[src/rtl/send_buffer_ctrl_pkg.sv]
// Shared types and constants for the key-driven UART send buffer.
package send_ctrl_pkg;

    typedef enum logic {
        ST_IDLE,
        ST_SEND
    } state_t;

    localparam logic MODE_SINGLE = 1'b0;
    localparam logic MODE_BURST  = 1'b1;

    localparam int SAT_WRAP  = 0;
    localparam int SAT_CLAMP = 1;

endpackage

[src/rtl/send_buffer_ctrl_if.sv]
// Valid/ready byte channel between the send buffer and the UART TX front end.
interface send_buffer_ctrl_if #(
    parameter int DATA_W = 8
);
    logic [DATA_W-1:0] tx_data;
    logic              tx_valid;
    logic              tx_ready;

    modport master (output tx_data, output tx_valid, input tx_ready);
    modport slave  (input tx_data, input tx_valid, output tx_ready);
endinterface

[src/rtl/send_buffer_ctrl_btn_edge_sync.sv]
// Key synchroniser followed by a rising-edge detector; a held key yields one pulse.
module btn_edge_sync #(
    parameter int SYNC_STAGES = 2
) (
    input  logic clk,
    input  logic rst_n,
    input  logic i_btn,
    output logic o_pulse
);
    logic [SYNC_STAGES-1:0] r_sync;
    logic                   r_prev;

    always_ff @(posedge clk or negedge rst_n) begin
        if (!rst_n) begin
            r_sync <= '0;
            r_prev <= 1'b0;
        end else begin
            r_sync <= {r_sync[SYNC_STAGES-2:0], i_btn};
            r_prev <= r_sync[SYNC_STAGES-1];
        end
    end

    assign o_pulse = r_sync[SYNC_STAGES-1] & ~r_prev;

endmodule

[src/rtl/send_buffer_ctrl.sv]
// Editable DEPTH-entry transmit buffer: keys edit entries in idle, then one entry
// or the whole buffer is streamed over the valid/ready channel.
module send_buffer_ctrl
    import send_ctrl_pkg::*;
#(
    parameter int  DATA_W      = 8,
    parameter int  DEPTH       = 8,
    parameter int  SAT_MODE    = 0,
    parameter int  SYNC_STAGES = 2,
    localparam int IDX_W       = $clog2(DEPTH)
) (
    input  logic                clk,
    input  logic                rst_n,
    input  logic                i_btn_next,
    input  logic                i_btn_prev,
    input  logic                i_btn_inc,
    input  logic                i_btn_dec,
    input  logic                i_btn_send,
    input  logic                i_burst_mode,
    send_buffer_ctrl_if.master  tx_if,
    output logic [DATA_W-1:0]   o_preview_data,
    output logic [IDX_W-1:0]    o_preview_index,
    output logic                o_busy,
    output logic                o_send_done
);
    localparam logic [DATA_W-1:0] MAX_VAL  = '1;
    localparam logic [IDX_W-1:0]  LAST_IDX = IDX_W'(DEPTH - 1);

    state_t            r_state, w_state_next;
    logic [IDX_W-1:0]  r_index, w_index_next;
    logic [IDX_W-1:0]  r_ptr, w_ptr_next;
    logic              r_burst, w_burst_next;
    logic              r_send_done, w_done_next;
    logic [DATA_W-1:0] r_ram [DEPTH];
    logic [DATA_W-1:0] r_preview_data;
    logic [IDX_W-1:0]  r_preview_index;

    logic              w_ev_next, w_ev_prev, w_ev_inc, w_ev_dec, w_ev_send;
    logic              w_wr_en;
    logic [DATA_W-1:0] w_wr_data, w_cur, w_tx_word;
    logic              w_tx_valid;

    btn_edge_sync #(.SYNC_STAGES(SYNC_STAGES)) u_sync_next (.clk(clk), .rst_n(rst_n), .i_btn(i_btn_next), .o_pulse(w_ev_next));
    btn_edge_sync #(.SYNC_STAGES(SYNC_STAGES)) u_sync_prev (.clk(clk), .rst_n(rst_n), .i_btn(i_btn_prev), .o_pulse(w_ev_prev));
    btn_edge_sync #(.SYNC_STAGES(SYNC_STAGES)) u_sync_inc  (.clk(clk), .rst_n(rst_n), .i_btn(i_btn_inc),  .o_pulse(w_ev_inc));
    btn_edge_sync #(.SYNC_STAGES(SYNC_STAGES)) u_sync_dec  (.clk(clk), .rst_n(rst_n), .i_btn(i_btn_dec),  .o_pulse(w_ev_dec));
    btn_edge_sync #(.SYNC_STAGES(SYNC_STAGES)) u_sync_send (.clk(clk), .rst_n(rst_n), .i_btn(i_btn_send), .o_pulse(w_ev_send));

    assign w_cur      = r_ram[r_index];
    assign w_tx_word  = r_ram[r_ptr];
    assign w_tx_valid = (r_state == ST_SEND);

    always_ff @(posedge clk or negedge rst_n) begin
        if (!rst_n) begin
            r_state     <= ST_IDLE;
            r_index     <= '0;
            r_ptr       <= '0;
            r_burst     <= MODE_SINGLE;
            r_send_done <= 1'b0;
        end else begin
            r_state     <= w_state_next;
            r_index     <= w_index_next;
            r_ptr       <= w_ptr_next;
            r_burst     <= w_burst_next;
            r_send_done <= w_done_next;
        end
    end

    // A send event wins the cycle; edits always use the index from before any move.
    always_comb begin
        w_state_next = r_state;
        w_index_next = r_index;
        w_ptr_next   = r_ptr;
        w_burst_next = r_burst;
        w_done_next  = 1'b0;
        w_wr_en      = 1'b0;
        w_wr_data    = w_cur;
        case (r_state)
            ST_IDLE: begin
                if (w_ev_send) begin
                    w_state_next = ST_SEND;
                    w_burst_next = i_burst_mode;
                    w_ptr_next   = (i_burst_mode == MODE_SINGLE) ? r_index : '0;
                end else begin
                    if (w_ev_inc && !w_ev_dec) begin
                        w_wr_en   = 1'b1;
                        w_wr_data = (w_cur == MAX_VAL) ? ((SAT_MODE == SAT_CLAMP) ? MAX_VAL : '0)
                                                       : w_cur + 1'b1;
                    end else if (w_ev_dec && !w_ev_inc) begin
                        w_wr_en   = 1'b1;
                        w_wr_data = (w_cur == '0) ? ((SAT_MODE == SAT_WRAP) ? MAX_VAL : '0)
                                                  : w_cur - 1'b1;
                    end
                    if (w_ev_next && !w_ev_prev) begin
                        w_index_next = r_index + 1'b1;
                    end else if (w_ev_prev && !w_ev_next) begin
                        w_index_next = r_index - 1'b1;
                    end
                end
            end
            ST_SEND: begin
                if (w_tx_valid && tx_if.tx_ready) begin
                    if (r_burst == MODE_BURST && r_ptr != LAST_IDX) begin
                        w_ptr_next = r_ptr + 1'b1;
                    end else begin
                        w_state_next = ST_IDLE;
                        w_done_next  = 1'b1;
                    end
                end
            end
            default: w_state_next = ST_IDLE;
        endcase
    end

    always_ff @(posedge clk or negedge rst_n) begin
        if (!rst_n) begin
            for (int i = 0; i < DEPTH; i++) begin
                r_ram[i] <= '0;
            end
            r_preview_data  <= '0;
            r_preview_index <= '0;
        end else begin
            if (w_wr_en) begin
                r_ram[r_index] <= w_wr_data;
            end
            r_preview_data  <= w_cur;
            r_preview_index <= r_index;
        end
    end

    assign tx_if.tx_valid  = w_tx_valid;
    assign tx_if.tx_data   = w_tx_valid ? w_tx_word : '0;
    assign o_busy          = w_tx_valid;
    assign o_send_done     = r_send_done;
    assign o_preview_data  = r_preview_data;
    assign o_preview_index = r_preview_index;

endmodule

[src/flat_wrapper.sv]
// flat-port wrapper written by rule: the top's interface ports become plain ports
module send_buffer_ctrl_flat import send_ctrl_pkg::*;
#(
    parameter int  DATA_W      = 8,
    parameter int  DEPTH       = 8,
    parameter int  SAT_MODE    = 0,
    parameter int  SYNC_STAGES = 2,
    localparam int IDX_W       = $clog2(DEPTH)
)
  (clk, rst_n, i_btn_next, i_btn_prev, i_btn_inc, i_btn_dec, i_btn_send, i_burst_mode, o_preview_data, o_preview_index, o_busy, o_send_done, tx_if_tx_data, tx_if_tx_valid, tx_if_tx_ready);
  send_buffer_ctrl_if #(.DATA_W(DATA_W)) tx_if_i ();
  input  logic clk;
  input  logic rst_n;
  input  logic i_btn_next;
  input  logic i_btn_prev;
  input  logic i_btn_inc;
  input  logic i_btn_dec;
  input  logic i_btn_send;
  input  logic i_burst_mode;
  output logic [DATA_W-1:0] o_preview_data;
  output logic [IDX_W-1:0] o_preview_index;
  output logic o_busy;
  output logic o_send_done;
  output wire logic [$bits(tx_if_i.tx_data)-1:0] tx_if_tx_data;
  output wire logic [$bits(tx_if_i.tx_valid)-1:0] tx_if_tx_valid;
  input wire logic [$bits(tx_if_i.tx_ready)-1:0] tx_if_tx_ready;
  assign tx_if_tx_data = tx_if_i.tx_data;
  assign tx_if_tx_valid = tx_if_i.tx_valid;
  assign tx_if_i.tx_ready = tx_if_tx_ready;
  send_buffer_ctrl #(.DATA_W(DATA_W), .DEPTH(DEPTH), .SAT_MODE(SAT_MODE), .SYNC_STAGES(SYNC_STAGES)) u_core (.clk(clk), .rst_n(rst_n), .i_btn_next(i_btn_next), .i_btn_prev(i_btn_prev), .i_btn_inc(i_btn_inc), .i_btn_dec(i_btn_dec), .i_btn_send(i_btn_send), .i_burst_mode(i_burst_mode), .tx_if(tx_if_i), .o_preview_data(o_preview_data), .o_preview_index(o_preview_index), .o_busy(o_busy), .o_send_done(o_send_done));
endmodule
[config.mk]
export PLATFORM = sky130hd
export DESIGN_NAME = send_buffer_ctrl_flat
export DESIGN_NICKNAME = d
export VERILOG_FILES = /design/src/rtl/send_buffer_ctrl_pkg.sv /design/src/rtl/send_buffer_ctrl_if.sv /design/src/rtl/send_buffer_ctrl_btn_edge_sync.sv /design/src/rtl/send_buffer_ctrl.sv /design/src/flat_wrapper.sv
export SDC_FILE = /design/constraint.sdc
export NUM_CORES = 1
export LEC_CHECK = 0
export ABC_AREA = 1
export BUFFER_PORTS_ARGS = -buffer_cell sky130_fd_sc_hd__buf_2
export CAP_MARGIN = 20
export CELL_PAD_IN_SITES_DETAIL_PLACEMENT = 0
export CELL_PAD_IN_SITES_GLOBAL_PLACEMENT = 1
export CORE_MARGIN = 2
export CORE_UTILIZATION = 30
export CTS_CLUSTER_SIZE = 20
export DETAILED_ROUTE_END_ITERATION = 7
export PLACE_DENSITY = 0.67
export SYNTH_ARGS = -nofsm -noshare
export SYNTH_HDL_FRONTEND = slang
export SYNTH_SLANG_ARGS = --single-unit
[constraint.sdc]
create_clock -name clk -period 3.1 [get_ports clk]
set_clock_uncertainty 0.1 [all_clocks]
set_input_delay 0 -clock clk [delete_from_list [all_inputs] [get_ports clk]]
set_output_delay 0 -clock clk [all_outputs]
set_load 0.02 [all_outputs]
==> flow_metrics.py, run 1 <==
metrics = {
    "cells_and_area": {
        "drive_above_1_share": 0.1588,
        "nFillCells": 2008,
        "stdcell_area_um2": 6620,
        "area_growth_pct": 15.52,
        "final-seq-area_um2": 2477,
        "fin_nets": 845,
        "n_antenna_cell": 0,
        "multi_input_area_um2": 2799,
    },
    "logic_synthesis": {
        "ys_top_cells_by_count": "nand2_1, dfrtp_1, nand3_1, inv_1, o21ai_0",
        "yosysSeqAreaShare": 0.4323,
        "synth.ff_latch_count": 99,
        "avgSynthCellArea_um2": 7.347,
        "synth_ff_type": "dfrtp_1",
        "synthTopCellsByArea": "dfrtp_1, nand2_1, nand3_1",
        "synth_top_area_share": 0.4323,
        "ys_async_sr_fraction": 1.000,
        "synth_cells": 780,
        "ys_types": 35,
        "synth-warning-count": 0,
        "synth.most_common_cell": "nand2_1",
        "synth.largest_area_cell": "dfrtp_1",
        "synth_edf_count": 0,
        "syn-num-nets": 798,
        "syn_area_um2": 5730,
    },
    "power_and_ir_drop": {
        "finalPower_mw": 7.630,
        "leakage_nw": 3.351,
        "irDropWorstVdd_uv": 314.8,
        "power_density_nw_per_um2": 1153,
    },
    "clock_tree": {
        "clock-sinks": 99,
        "clock_latency_ps": 360,
        "cts_tree": "yes",
        "root_buffer": "clkbuf_16",
        "cts_max_level": 3,
        "clk_pin_slew_worst_paths_ps": 70,
        "cts_made_buffers": 9,
        "clk_path_buf_depth": 2,
    },
    "sta": {
        "rsz0062_at_grt": "false",
        "slew_viol_final": 0,
        "finalSetupViolCount": 0,
        "min_period_over_period": 0.8700,
        "relSlewSlack": 0.4955,
        "post-route-min-period_ps": 2697,
        "hold_violations": 0,
        "max_freq_mhz": 370.8,
        "tns_ps": 0,
        "worst_slew_pin_slew_ps": 755.9,
    },
    "run_status": {
        "status": "finished clean",
    },
    "global_routing": {
        "grt_max_degree": 61,
        "antenna_found_initial": 0,
        "grt_pass1_wl_um": 28280,
        "grt-ovfl-total": 0,
        "groute.usage.overall": 0.1822,
        "grt_pass1_vias": 4858,
    },
    "setup_path": {
        "crit_path_start": "u_core.r_index[0]$_DFFE_PN0P_",
        "path_cells": "buf_12, inv_6, buf_4, nand2_1, nand3_1, nand2_1, nor2_4, nand3_2, nor2_4, nand3_1, nand2_1, nand2_1, nand2_1, nand2_2, nand3_1, nand2_1",
        "required_ps": 3250,
        "cp_slowest_stage_delay_ps": 400,
        "crit_type": "flip-flop to flip-flop",
        "cp_top_family": "simple AND/OR/NAND/NOR gates",
        "cp-end-kind": "flip-flop",
        "crit_fanout": 45,
        "worstReg2RegStart": "u_core.r_index[0]$_DFFE_PN0P_",
        "worst_setup_path_start_kind": "flip-flop",
        "cp_num_buf_inv": 3,
        "crit_arrival_ps": 2850,
        "cpMaxStageDelayCell": "dfrtp_1",
        "cp_common_cell": "nand2_1",
    },
    "die": {
        "row_count": 50,
        "core_um2": 18710,
        "ioPinCount": 31,
        "die_y_um": 142.2,
        "die_area_um2": 20220,
        "die_w_um": 142.2,
        "start_util": 0.3064,
    },
    "routing": {
        "vias_per_cell": 4.838,
        "first_pass_iters": 4,
        "drt_iter0_markers": 384,
        "vias": 5152,
        "drtAntennaViolNets": 0,
        "wirelength_um": 17260,
        "drc": 0,
        "wire_per_inst_um": 16.20,
    },
    "placement": {
        "dp_hpwl_um": 12530,
        "port_buffers": 30,
        "place_area_um2": 6223,
        "gp_congestion": 0.8201,
    },
    "hold_path": {
        "worstHoldPathType": "input port to asynchronous set/reset pin",
    },
    "flow_run": {
        "maxCapViolCount": 0,
    },
}
==> cell type report <==
cell class	count	area share
inverters	77	0.04479
repair buffers	62	0.06615
well taps	234	0.04423
multi-input cells	578	0.4228
flip-flops and latches	99	0.3742
clock inverters	5	0.01172
clock buffers	10	0.03610
==> power by group <==
part           leakage (nW)  switching [mW]  internal, mW
Combinational          1.92            3.06          1.30
Clock                 0.154           0.510         0.723
Sequential             1.28           0.296          1.74
Total                  3.35            3.87          3.76
==> cell usage in the layout, fill, tap and decap left out, drive strengths merged, types with 10 or more instances in the layout <==
master  synthesis  layout
nand2         304     304
dfrtp          99      99
nand3          84      84
o21ai          79      79
inv            71      71
nor2           58      58
buf            14      54
a21oi          23      23
clkbuf         12      10
==> registers in the layout, summed over array words and instances (netlist names) <==
register                   count
u_core.r_ram                  64
u_core.o_preview_data          8
u_core.o_preview_index         3
u_core.r_index                 3
u_core.r_ptr                   3
u_core.u_sync_dec.r_sync       2
u_core.u_sync_inc.r_sync       2
u_core.u_sync_next.r_sync      2
u_core.u_sync_prev.r_sync      2
u_core.u_sync_send.r_sync      2
u_core.o_busy                  1
u_core.o_send_done             1
u_core.r_burst                 1
u_core.u_sync_dec.r_prev       1
u_core.u_sync_inc.r_prev       1
u_core.u_sync_next.r_prev      1
u_core.u_sync_prev.r_prev      1
u_core.u_sync_send.r_prev      1
==> path summary, 6_finish.rpt <==
kind | end | slack (ps) | cells past startpoint
min in group clk | u_core.u_sync_dec.r_sync[0]$_DFF_PN0_ | 190 | 2
max in group asynchronous | u_core.r_ram[37]$_DFFE_PN0P_ | 2060 | 3
max reg2reg | u_core.r_ram[54]$_DFFE_PN0P_ | 400 | 16
max | u_core.r_ram[54]$_DFFE_PN0P_ | 400 | 16
min | u_core.o_preview_data[6]$_DFF_PN0_ | 80 | 2
min reg2reg | u_core.u_sync_prev.r_sync[1]$_DFF_PN0_ | 250 | 0
==> metal layers <==
layer	vias up	global-route usage	wire (um)
li1	2582	-	-
met1	2419	0.2629	8512
met2	129	0.2840	7784
met3	22	0.02153	638
met4	0	0.06000	319
met5	-	0	0
==> per-stage QoR <==
step             util  hold slack (ps)  worst slack [ps]  instances
2_1_floorplan       -           -395.6             808.6        780
3_3_place_gp   0.3327           -61.50             431.4       1042
3_5_place_dp   0.3327           -59.07             433.1       1042
4_1_cts        0.3539            101.0             412.0       1065
5_1_grt        0.3539            144.8             137.4       1065
6_report       0.3539            80.05             403.0       1065
==> logic make-up after synthesis <==
logic type | share of synthesized area
XOR/XNOR | 0.007642
AO/OA/AOI/OAI | 0.1142
buffers and inverters | 0.07926
adder cells (fa/ha/maj) | 0.02096
AND/OR/NAND/NOR | 0.3456
flip-flops | 0.4323
==> what timing repair did <==
action | 4_1_cts | 5_1_grt
hold buffers | 8 | 0
resized for setup | 0 | 0
hold endpoints to repair | 49 | 0
setup buffers | 0 | 0
(Power assumes the default switching activity.)
==> inputs of run 2 (changes only) <==
CORE_UTILIZATION = 45   (was 30)
PLACE_DENSITY = 0.9   (was 0.67)
==> run 2 against run 1 <==
  * Utilization is 16 points higher
  * Sequential share of layout area is 0.77 points higher
  * Sequential power is 2% higher
  * Sequential cell count stayed put
  * Non-clock buffer count is 6 lower
  * Global-route usage is 8.4 points higher
  * Register-to-register slack worse by 120 ps
  * Critical path type unchanged
  * Highest routed layer unchanged
==> flow_metrics.py, run 2 (synthesis gave the netlist of run 1 again) <==
metrics = {
    "die": {
        "die_y_um": 116.8,
        "ioPinCount": 31,
        "die_area_um2": 13650,
        "start_util": 0.4578,
        "die_w_um": 116.8,
        "core_um2": 12520,
        "row_count": 41,
    },
    "sta": {
        "tns_ps": 0,
        "post-route-min-period_ps": 2819,
        "slew_viol_final": 0,
        "max_freq_mhz": 354.7,
        "relSlewSlack": 0.4128,
        "finalSetupViolCount": 0,
        "hold_violations": 0,
        "worst_slew_pin_slew_ps": 880.9,
        "rsz0062_at_grt": "false",
        "min_period_over_period": 0.9095,
    },
    "hold_path": {
        "holdPathStages": 2,
        "worstHoldPathType": "input port to flip-flop",
    },
    "setup_path": {
        "crit_arrival_ps": 3020,
        "crit_fanout": 8,
        "worst_setup_path_start_kind": "flip-flop",
        "required_ps": 3300,
        "reg2reg_depth": 17,
        "cp-end-kind": "flip-flop",
        "crit_type": "flip-flop to flip-flop",
    },
    "clock_tree": {
        "cts_max_level": 3,
        "cts_tree": "yes",
        "clock_latency_ps": 360,
        "clk_pin_slew_worst_paths_ps": 70,
        "clk_path_buf_depth": 2,
        "clock-sinks": 99,
        "root_buffer": "clkbuf_16",
        "cts_made_buffers": 9,
        "post_cts_resized": 0,
    },
    "global_routing": {
        "groute.usage.overall": 0.2664,
        "grt_max_degree": 68,
        "gr-usage-met1": 0.3788,
        "antenna_found_initial": 0,
        "grtUsageMet3": 0.05510,
        "grt_pass1_wl_um": 27460,
        "top_usage_layer": "met2",
        "globalRouteMet2Util": 0.4077,
        "grt_pass1_vias": 5167,
        "grt-ovfl-total": 0,
    },
    "cells_and_area": {
        "max_flop_register": "u_core.r_ram",
        "fin_nets": 839,
        "final_common_cell": "nand2_1",
        "final_core_util": 0.5183,
        "layout_common_cells": "nand2_1, dfrtp_1, nand3_1",
        "largest_reg_flops": 64,
        "stdcell_area_um2": 6487,
        "fin_cells": 998,
        "n_antenna_cell": 0,
        "nFillCells": 1229,
        "drive_above_1_share": 0.1525,
        "area_growth_pct": 13.21,
    },
    "routing": {
        "drc": 0,
        "drt_iter0_markers": 478,
        "vias": 5382,
        "first_pass_iters": 5,
        "drtAntennaViolNets": 0,
        "wirelength_um": 16880,
        "wire_per_inst_um": 16.91,
        "vias_per_cell": 5.393,
    },
    "placement": {
        "dp_hpwl_um": 11670,
        "dp.cells": 974,
        "gp_congestion": 0.9006,
        "place_area_um2": 6088,
        "port_buffers": 30,
    },
    "power_and_ir_drop": {
        "leakage_nw": 3.316,
        "power_density_nw_per_um2": 1161,
        "finalPower_mw": 7.533,
        "irDropWorstVdd_uv": 484.8,
    },
    "run_status": {
        "status": "finished clean",
    },
    "flow_run": {
        "maxCapViolCount": 0,
    },
}
-- run 2: cell count changes in the layout (fill, tap and decap cells not counted), sizes merged --
cell / previous run / this run
buf: 54 / 48
clkinv: 8 / 9
-- run 2: layer usage --
metal	vias up	wire, um
met5	-	0
met4	0	339
met3	25	1211
met2	230	7663
met1	2555	7666
li1	2572	-
-- run 2: final timing paths --
kind / from / to / slack, ps
worst max-delay path: u_core.r_index[2]$_DFFE_PN0P_ / u_core.r_ram[54]$_DFFE_PN0P_ / 280
worst min-delay path: i_btn_send / u_core.u_sync_send.r_sync[0]$_DFF_PN0_ / 180
worst max register to register: u_core.r_index[2]$_DFFE_PN0P_ / u_core.r_ram[54]$_DFFE_PN0P_ / 280
worst min register to register: u_core.u_sync_send.r_sync[0]$_DFF_PN0_ / u_core.u_sync_send.r_sync[1]$_DFF_PN0_ / 250
max in group asynchronous: rst_n / u_core.r_ram[42]$_DFFE_PN0P_ / 1910
min in group asynchronous: rst_n / u_core.u_sync_next.r_sync[0]$_DFF_PN0_ / 200
-- run 2: report_power, final --
part           switching, mW  internal [mW]
sequential             0.347           1.74
combinational           2.99           1.24
clock                  0.510          0.709
-- run 2: cell type report --
type	count	area, um2	share of cell area
Clock inverter	6	90.09	0.01389
Multi-Input combinational cell	578	2799	0.4314
Tap cell	172	215.2	0.03317
Sequential cell	99	2477	0.3819
Clock buffer	10	229.0	0.03529
Inverter	77	296.5	0.04571
Timing Repair Buffer	56	380.4	0.05863
-- run 2: what timing repair did --
action | 4_1_cts | 5_1_grt
hold buffers | 8 | 0
hold endpoints to repair | 76 | 0
buffers inserted | 0 | 0
-- run 2: critical path, stage by stage (launching register included) --
cell and delay [ps]:
dfrtp_1 570, inv_2 180, nor2_2 260, nand3_1 110
nand2_1 170, inv_2 50, nand2_2 120, ha_1 210
nand2_1 100, nor2_2 150, nand2_1 60, nand2_1 60
nand3_1 70, nand2_1 100, inv_2 40, nand2_2 180
nand3_1 140, nand2_1 90
-- run 2: per-stage QoR --
| stage | setup WS, ps | hold WS [ps] |
|---|---|---|
| 5_1_grt | 55.72 | 200.1 |
| 4_1_cts | 333.0 | 174.4 |
| 3_5_place_dp | 338.4 | 9.904 |
| 6_report | 280.7 | 179.5 |
| 3_3_place_gp | 395.1 | 8.141 |
| 2_1_floorplan | 808.6 | -395.6 |
